$ cat src/rtl/button_pkg.sv
`default_nettype none
// ============================================================================
// Module      : button_pkg
// Description : Shared state encoding and counter sizing for button_conditioner.
// Revision    : 1.0 - initial release
// ============================================================================
package button_pkg;

    typedef enum logic [2:0] {
        IDLE       = 3'd0,
        DB_PRESS   = 3'd1,
        HELD       = 3'd2,
        REPEAT     = 3'd3,
        DB_RELEASE = 3'd4
    } btn_state_t;

    // Width needed to hold the largest terminal count of any timer phase.
    function automatic int cnt_w(input int db_ticks, input int rpt_delay, input int rpt_rate);
        int m;
        m = db_ticks;
        if (rpt_delay > m) m = rpt_delay;
        if (rpt_rate > m)  m = rpt_rate;
        return $clog2(m + 1);
    endfunction

endpackage
`default_nettype wire

$ cat src/rtl/button_channel.sv
`default_nettype none
// ============================================================================
// Module      : button_channel
// Description : One button: 2-flop synchronizer, debounce FSM, auto-repeat.
// Revision    : 1.0 - initial release
// ============================================================================
module button_channel
    import button_pkg::*;
#(
    parameter int DEBOUNCE_TICKS = 2,
    parameter int REPEAT_DELAY   = 50,
    parameter int REPEAT_RATE    = 10
) (
    input  logic clk,
    input  logic reset,
    input  logic raw,
    input  logic repeat_en,
    output logic pulse,
    output logic held
);

    localparam int c_cnt_w = cnt_w(DEBOUNCE_TICKS, REPEAT_DELAY, REPEAT_RATE);

    localparam logic [c_cnt_w-1:0] c_zero       = '0;
    localparam logic [c_cnt_w-1:0] c_one        = c_cnt_w'(1);
    localparam logic [c_cnt_w-1:0] c_db_last    = c_cnt_w'(DEBOUNCE_TICKS - 1);
    localparam logic [c_cnt_w-1:0] c_delay_last = c_cnt_w'(REPEAT_DELAY - 1);
    localparam logic [c_cnt_w-1:0] c_rate_last  = c_cnt_w'(REPEAT_RATE - 1);

    logic               r_s1;
    logic               r_s2;
    btn_state_t         r_state;
    btn_state_t         w_state_next;
    logic [c_cnt_w-1:0] r_cnt;
    logic [c_cnt_w-1:0] w_cnt_next;
    logic               r_pulse;
    logic               w_pulse_next;
    logic               r_held;
    logic               w_held_next;

    always_ff @(posedge clk) begin
        if (reset) begin
            r_s1    <= 1'b0;
            r_s2    <= 1'b0;
            r_state <= IDLE;
            r_cnt   <= c_zero;
            r_pulse <= 1'b0;
            r_held  <= 1'b0;
        end else begin
            r_s1    <= raw;
            r_s2    <= r_s1;
            r_state <= w_state_next;
            r_cnt   <= w_cnt_next;
            r_pulse <= w_pulse_next;
            r_held  <= w_held_next;
        end
    end

    always_comb begin
        w_state_next = r_state;
        w_cnt_next   = r_cnt;
        w_pulse_next = 1'b0;
        unique case (r_state)
            IDLE: begin
                if (r_s2) begin
                    w_state_next = DB_PRESS;
                    w_cnt_next   = c_one;
                end
            end
            DB_PRESS: begin
                if (!r_s2) begin
                    w_state_next = IDLE;
                    w_cnt_next   = c_zero;
                end else if (r_cnt == c_db_last) begin
                    w_state_next = HELD;
                    w_cnt_next   = c_zero;
                    w_pulse_next = 1'b1;
                end else begin
                    w_cnt_next   = r_cnt + c_one;
                end
            end
            HELD: begin
                if (!r_s2) begin
                    w_state_next = DB_RELEASE;
                    w_cnt_next   = c_one;
                end else if (repeat_en && (r_cnt == c_delay_last)) begin
                    w_state_next = REPEAT;
                    w_cnt_next   = c_zero;
                    w_pulse_next = 1'b1;
                end else if (r_cnt != c_delay_last) begin
                    // Stops at the terminal count so enabling repeat later fires at once.
                    w_cnt_next   = r_cnt + c_one;
                end
            end
            REPEAT: begin
                if (!r_s2) begin
                    w_state_next = DB_RELEASE;
                    w_cnt_next   = c_one;
                end else if (!repeat_en) begin
                    w_state_next = HELD;
                    w_cnt_next   = c_zero;
                end else if (r_cnt == c_rate_last) begin
                    w_cnt_next   = c_zero;
                    w_pulse_next = 1'b1;
                end else begin
                    w_cnt_next   = r_cnt + c_one;
                end
            end
            DB_RELEASE: begin
                if (r_s2) begin
                    w_state_next = HELD;
                    w_cnt_next   = c_zero;
                end else if (r_cnt == c_db_last) begin
                    w_state_next = IDLE;
                    w_cnt_next   = c_zero;
                end else begin
                    w_cnt_next   = r_cnt + c_one;
                end
            end
            default: begin
                w_state_next = IDLE;
                w_cnt_next   = c_zero;
            end
        endcase
    end

    assign w_held_next = (w_state_next == HELD) || (w_state_next == REPEAT) ||
                         (w_state_next == DB_RELEASE);

    assign pulse = r_pulse;
    assign held  = r_held;

endmodule
`default_nettype wire

$ cat src/rtl/button_conditioner.sv
`default_nettype none
// ============================================================================
// Module      : button_conditioner
// Description : NUM_BTN independent debounced/auto-repeat button channels.
// Revision    : 1.0 - initial release
// ============================================================================
module button_conditioner
    import button_pkg::*;
#(
    parameter int NUM_BTN        = 5,
    parameter int DEBOUNCE_TICKS = 2,
    parameter int REPEAT_DELAY   = 50,
    parameter int REPEAT_RATE    = 10
) (
    input  logic               clk,
    input  logic               reset,
    input  logic [NUM_BTN-1:0] btn_raw,
    input  logic [NUM_BTN-1:0] repeat_en,
    output logic [NUM_BTN-1:0] pulse,
    output logic [NUM_BTN-1:0] held,
    output logic               pulse_any
);

    generate
        for (genvar g = 0; g < NUM_BTN; g++) begin : g_chan
            button_channel #(
                .DEBOUNCE_TICKS (DEBOUNCE_TICKS),
                .REPEAT_DELAY   (REPEAT_DELAY),
                .REPEAT_RATE    (REPEAT_RATE)
            ) u_channel (
                .clk       (clk),
                .reset     (reset),
                .raw       (btn_raw[g]),
                .repeat_en (repeat_en[g]),
                .pulse     (pulse[g]),
                .held      (held[g])
            );
        end
    endgenerate

    // Built only from channel flops, so it is glitch-free and aligned with pulse.
    assign pulse_any = |pulse;

endmodule
`default_nettype wire

$ cat config.mk
export PLATFORM = sky130hd
export DESIGN_NAME = button_conditioner
export DESIGN_NICKNAME = d
export VERILOG_FILES = /design/src/rtl/button_pkg.sv /design/src/rtl/button_channel.sv /design/src/rtl/button_conditioner.sv
export SDC_FILE = /design/constraint.sdc
export NUM_CORES = 1
export LEC_CHECK = 0
export BUFFER_PORTS_ARGS = -buffer_cell sky130_fd_sc_hd__buf_2
export CAP_MARGIN = 5
export CORE_UTILIZATION = 60
export DETAILED_ROUTE_END_ITERATION = 10
export GPL_TIMING_DRIVEN = 0
export PLACE_DENSITY = 0.79
export REMOVE_ABC_BUFFERS = 1
export SYNTH_ARGS = -nofsm -noshare
export SYNTH_HDL_FRONTEND = slang
export SYNTH_SLANG_ARGS = --single-unit
$ cat constraint.sdc
create_clock -name clk -period 2.3 [get_ports clk]
set_clock_uncertainty 0.15 [all_clocks]
set_input_delay 0.46 -clock clk [delete_from_list [all_inputs] [get_ports clk]]
set_output_delay 0.46 -clock clk [all_outputs]
set_load 0.05 [all_outputs]
==> results of run 1 <==
logic make-up (layout without fill, tap and decap cells):
group	after synthesis	count (layout)	synth area share
AO/OA/AOI/OAI	144	144	0.239
XOR/XNOR	2	2	0.00428
adder cells (fa/ha/maj)	10	10	0.0305
buffers and inverters	64	63	0.0785
flip-flops	65	65	0.318
multiplexers	1	1	0.00275
AND/OR/NAND/NOR	240	240	0.327
registers in the layout, indices dropped and copies added (netlist names):
signal	count
g_chan.u_channel.r_s1	5
g_chan.u_channel.r_cnt	30
g_chan.u_channel.held	5
g_chan.u_channel.r_state	15
g_chan.u_channel.pulse	5
g_chan.u_channel.r_s2	5
power by group through the flow:
stage          registers (mW)  logic [mW]  clock network [mW]
3_5_place_dp             1.20       0.185                   0
2_1_floorplan            1.19       0.130                   0
6_report                 1.17       0.200               0.973
4_1_cts                  1.17       0.187               0.989
3_3_place_gp             1.20       0.180                   0
5_1_grt                  1.18       0.224                1.05
routing by layer:
layer | vias to the layer above | wire (um) | share of wire
met5 | - | 0 | 0
met4 | 0 | 158 | 0.018
met3 | 17 | 337 | 0.039
met2 | 91 | 4190 | 0.49
met1 | 1766 | 3940 | 0.46
li1 | 1892 | - | -
area by class of cell:
type,count,area [um2]
timing repair buffer,22,110
multi-input combinational,397,2570
tap,77,96.3
inverter,26,97.6
clock inverter,4,53.8
sequential,65,1310
clock buffer,11,141
fill,512,2080
layout by cell type, fill, tap and decap left out, types with 4 or more instances in the layout:
| master | n |
|---|---|
| a211oi_1 | 9 |
| a21oi_1 | 34 |
| a311oi_1 | 4 |
| a31oi_1 | 13 |
| and2_1 | 6 |
| and3_1 | 5 |
| buf_2 | 22 |
| clkbuf_8 | 10 |
| dfxtp_1 | 61 |
| ha_1 | 10 |
| inv_1 | 26 |
| nand2_1 | 51 |
| nand2b_1 | 18 |
| nand3_1 | 21 |
| nand3b_1 | 6 |
| nand4_1 | 4 |
| nor2_1 | 46 |
| nor2b_1 | 17 |
| nor3_1 | 15 |
| o21a_1 | 5 |
| o21ai_0 | 21 |
| o22ai_1 | 9 |
| o31ai_1 | 6 |
| or2_2 | 9 |
| or3_1 | 7 |
worst max-delay path by stage:
| stage | to | slack (ps) | start |
|---|---|---|---|
| finish | g_chan[2].u_channel.r_cnt[3]$_SDFFE_PP0P_ | 100 | g_chan[2].u_channel.r_cnt[1]$_SDFFE_PP0P_ |
| CTS | g_chan[4].u_channel.r_cnt[3]$_SDFFE_PP0P_ | 70 | g_chan[4].u_channel.r_cnt[0]$_SDFFE_PP0P_ |
| floorplan | g_chan[4].u_channel.r_cnt[3]$_SDFFE_PP0P_ | 300 | g_chan[4].u_channel.r_cnt[0]$_SDFFE_PP0P_ |
| global route | g_chan[4].u_channel.r_cnt[2]$_SDFFE_PP0P_ | -30 | g_chan[4].u_channel.r_cnt[1]$_SDFFE_PP0P_ |
| global placement | g_chan[1].u_channel.r_cnt[3]$_SDFFE_PP0P_ | -30 | g_chan[1].u_channel.r_cnt[0]$_SDFFE_PP0P_ |
| detailed placement | g_chan[1].u_channel.r_cnt[4]$_SDFFE_PP0P_ | -30 | g_chan[1].u_channel.r_cnt[0]$_SDFFE_PP0P_ |
timing repair:
| action | in CTS | in global routing |
|---|---|---|
| endpoints found under the setup margin | 5 | 21 |
| resized for setup | 2 | 20 |
| buffers inserted | 0 | 0 |
==> impl_metrics.ini, run 1 <==
[placed_design]
gp_congestion = 0.926
placedInstanceArea_um2 = 4080
port-buffer-count = 22
place.detailed.instances = 587
pre_cts_ws_ps = -25.5
hpwl_um = 5930

[yosys]
synth.cell_area_um2 = 4100
synth_async_reset_ratio = 0
synth_area_leader_cell = dfxtp_1
yosys.area.top_type_share = 0.318
postSynthRegisterBits = 65
postSynthCellCount = 526
ys_top_cells_by_count = 65 x dfxtp_1, 51 x nand2_1, 46 x nor2_1, 34 x a21oi_1, 26 x inv_1
syn-mean-instance-area_um2 = 7.79
synth_seq_area_share = 0.318
synth_most_common_cell = dfxtp_1
ys_top_cells_by_area = dfxtp_1 32%, nand2_1 4.7%, nor2_1 4.2%
synth_cell_type_count = 80
post_synth_edffs = 0
synthFlopType = dfxtp_1
ys.warnings.count = 0

[critical_path]
setup.worst_path.end_class = flip-flop
criticalPathCategory = reg2reg
crit_path_start_kind = flip-flop
cp_num_cells = 8
worstPathRequired_ps = 2420
cp_top_family = simple AND/OR/NAND/NOR gates
critical_path.reg2reg.endpoint = g_chan[2].u_channel.r_cnt[3]$_SDFFE_PP0P_
worst-path-buf-inv = 1
worst_r2r_path_depth = 8
timing.rr.start = g_chan[2].u_channel.r_cnt[1]$_SDFFE_PP0P_
timing.critical_path.fanout_max = 6
cp_slowest_cell = dfxtp_1
crit_path_cell_trace = inv_1 > ha_1 > nor4b_4 > and2_1 > nor3_4 > o21a_2 > or3b_1 > a31oi_1
setup.reg_to_reg.worst_slack_ps = 100
cp_slowest_stage_delay_ps = 380
arrival_time_of_the_worst_setup_path_ps = 2320

[clock_tree]
clkLatencyLatePin_ps = 340
clock_tree.htree_level_count = 3
clockRootBuffer = clkbuf_8
number_of_clock_sinks = 65
path_clk_slew_ps = 70
post_cts_hold_buffer_count = 0
cts_inserted_buffers = 9
cts_tree = done
clock_tree.buffer_depth = 2

[sta]
period_minus_slack_ps = 2200
fmaxAchievable_mhz = 455
post-route-worst-setup-slack_ps = 101
max_slew_margin = 0.364
hold_ws_ps = 177
timing.final.max_slew_violations = 0
finalCritPeriodShare = 0.956
timing_hold_violations_final = 0
fin_setup_tns_ps = 0
setup_viol = 0
worst_pin_slew_ps = 954

[global_route]
grt_overflow = 0
gr-usage-met1 = 0.315
grt_pass1_vias = 3452
grt_first_pass_wirelength_um = 14900
track_usage = 0.254
grt.busiest_layer = met2
global_route.usage.met3 = 0.0619
grtUsageMet2 = 0.426
largest_net_degree_at_the_start_of_global_routing = 49
antenna_found_initial = 0

[pwr]
totalPowerFinal_mw = 2.35
power.share.clock = 0.415
power.static_leakage_nw = 1.52
seq_power_share = 0.500
p_comb_frac = 0.085
p_sw_uw = 594
power.share.switching = 0.253
irDropWorstVdd_uv = 619
power_per_cell_area_nw_per_um2 = 536
internal_power_mw = 1.75

[worst_hold_path]
hold-path-cell-count = 2
holdCritPathClass = in2reg
worst_hold_startpoint = btn_raw[4]
holdPathEnd = g_chan[4].u_channel.r_s1$_SDFF_PP0_

[cells_and_area]
finalCoreUtilization = 0.678
antenna-diode-count = 0
final_net_count = 543
flow.area_growth_from_synthesis_pct = 6.81
final-instance-count-excl-fill = 602
layout-drive-gt1-share = 0.162
final_design_area_no_fill_um2 = 4380

[detailed_routing]
detail-route-antenna-nets = 0
num_vias = 3766
first_pass_detailed_route_iteration_total = 7
drc = 0
wire_per_inst_um = 14.3
route.final.wire_length_um = 8620
vias_per_cell = 6.26
detailedRoute.firstIterationViolations = 251

[floorplanning]
ports = 23
die-area_um2 = 7160
row_count = 29
die_w_um = 84.6
die_height_um = 84.6
core_region_area_um2 = 6460
initial_core_util = 0.634

[run_status]
outcome = complete, no violations

[job]
cap_violations = 0
No activity file was read; power rests on OpenSTA's default activity.
==> run 2: changes to the inputs <==
clock period = 2.09 ns   (was 2.3 ns; I/O delays follow)
==> impl_metrics.ini, run 2 (synthesized netlist as in run 1, its figures left out) <==
[run_status]
outcome = finished with violations
violations = setup timing

[global_route]
grt_overflow = 0
largest_net_degree_at_the_start_of_global_routing = 49
antenna_found_initial = 0
grt_pass1_vias = 3527
track_usage = 0.261
grt_first_pass_wirelength_um = 15300

[sta]
fmaxAchievable_mhz = 473
max_slew_margin = 0.332
timing_hold_violations_final = 0
finalCritPeriodShare = 1.01
setup_viol = 2
rsz0062_at_grt = true
hold_ws_ps = 134
worst_pin_slew_ps = 1000
period_minus_slack_ps = 2110
post-route-worst-setup-slack_ps = -24.9
timing.final.max_slew_violations = 0

[cells_and_area]
antenna-diode-count = 0
final_net_count = 550
largest_register_ff_count = 30
finalCoreUtilization = 0.720
mostFrequentLayoutCells = 51 x nand2_1, 51 x dfxtp_1, 46 x nor2_1, 32 x a21oi_1, 25 x inv_1
total_of_fill_cells_in_the_finished_design = 487
flow.area_growth_from_synthesis_pct = 13.6
seqCellArea_um2 = 1330
biggestRegsByFlops = g_chan.u_channel.r_cnt (30), g_chan.u_channel.r_state (15)
layout-drive-gt1-share = 0.227
max_flop_register = g_chan.u_channel.r_cnt
multi_input_comb_area_um2 = 2780

[pwr]
power_per_cell_area_nw_per_um2 = 562
power.static_leakage_nw = 1.59
irDropWorstVdd_uv = 682

[critical_path]
criticalPathCategory = reg2reg
timing.critical_path.fanout_max = 5
arrival_time_of_the_worst_setup_path_ps = 2180
crit_path_start_kind = flip-flop
worstPathRequired_ps = 2150
setup.worst_path.end_class = flip-flop

[placed_design]
hpwl_um = 5930
port-buffer-count = 22
gp_congestion = 0.926

[detailed_routing]
detailedRoute.firstIterationViolations = 275
detail-route-antenna-nets = 0
vias_per_cell = 6.33
wire_per_inst_um = 15.3
drc = 0
route.final.wire_length_um = 9300
first_pass_detailed_route_iteration_total = 7
num_vias = 3852

[clock_tree]
clock_tree.htree_level_count = 3
clock_tree.buffer_depth = 2
path_clk_slew_ps = 70
clkLatencyLatePin_ps = 340
number_of_clock_sinks = 65
cts_tree = done
cts_inserted_buffers = 9
clockRootBuffer = clkbuf_8
post_cts_hold_buffer_count = 0

[floorplanning]
row_count = 29
core_region_area_um2 = 6460
die_w_um = 84.6
initial_core_util = 0.634
die-area_um2 = 7160
ports = 23
die_height_um = 84.6

[job]
cap_violations = 0

[worst_hold_path]
holdCritPathClass = in2reg
run 2: cell types whose count changed in the layout (fill, tap and decap cells not counted), moves of 2 or more:
cell / change
a31oi_1: -3
o2111ai_2: -2
a21oi_1: -2
buf_4: +7
a311oi_1: -2
a21oi_2: +2
dfxtp_4: +2
dfxtp_1: -10
nor2b_4: +2
ha_1: -2
dfxtp_2: +8
o2111ai_4: +2
o21ai_0: -2
a31oi_4: +2
run 2: cell type report:
| type | count | share of cell area |
|---|---|---|
| Clock buffer | 11 | 0.0304 |
| Clock inverter | 4 | 0.0116 |
| Inverter | 26 | 0.0210 |
| Multi-Input combinational cell | 397 | 0.596 |
| Sequential cell | 65 | 0.285 |
| Tap cell | 77 | 0.0207 |
| Timing Repair Buffer | 29 | 0.0350 |
run 2: repair_timing:
item	CTS	global route
pin swaps	3	10
gates resized for setup	25	45
gates cloned	0	0
buffers inserted	1	6
endpoints found under the setup margin	24	29
endpoints found under the hold margin	0	0
run 2: through the flow:
step                      setup TNS, ps  setup WS (ps)  total power, mW  area [um2]  cells
after floorplan                       0           89.7             1.45        3870    488
after detailed placement          -2390           -235             1.52        4080    587
after global routing               -856           -103             2.73        4650    609
final                             -36.4          -24.9             2.62        4650    609
after global placement            -1810           -242             1.51        4080    587
after CTS                         -64.2          -24.0             2.60        4410    603
run 2: critical path, cell delays in order (launching register included):
cell and delay (ps):
dfxtp_4 390, ha_4 140, or4b_4 510, o2111ai_4 260
a31oi_4 130, and3_4 240, a21oi_2 100, o31ai_1 80
run 2: layer usage:
layer / global-route usage / wire length [um] / vias to the layer above
met3: 0.0619 / 419 / 20
li1: - / - / 1906
met5: 0 / 0 / -
met1: 0.321 / 4110 / 1802
met2: 0.441 / 4580 / 124
met4: 0.108 / 189 / 0
run 2: report_power, final:
group	switching, mW	internal (mW)	total (mW)
Sequential	0.0332	1.26	1.29
Combinational	0.145	0.106	0.251
Clock	0.495	0.579	1.07
run 2: final timing paths:
kind	startpoint	to	slack, ps	depth (start not counted)
hold / removal	btn_raw[4]	g_chan[4].u_channel.r_s1$_SDFF_PP0_	130	2
setup reg to reg	g_chan[4].u_channel.r_cnt[0]$_SDFFE_PP0P_	g_chan[4].u_channel.r_cnt[3]$_SDFFE_PP0P_	-20	7
setup / recovery	g_chan[4].u_channel.r_cnt[0]$_SDFFE_PP0P_	g_chan[4].u_channel.r_cnt[3]$_SDFFE_PP0P_	-20	7
hold reg to reg	g_chan[2].u_channel.r_s1$_SDFF_PP0_	g_chan[2].u_channel.r_s2$_SDFF_PP0_	280	1
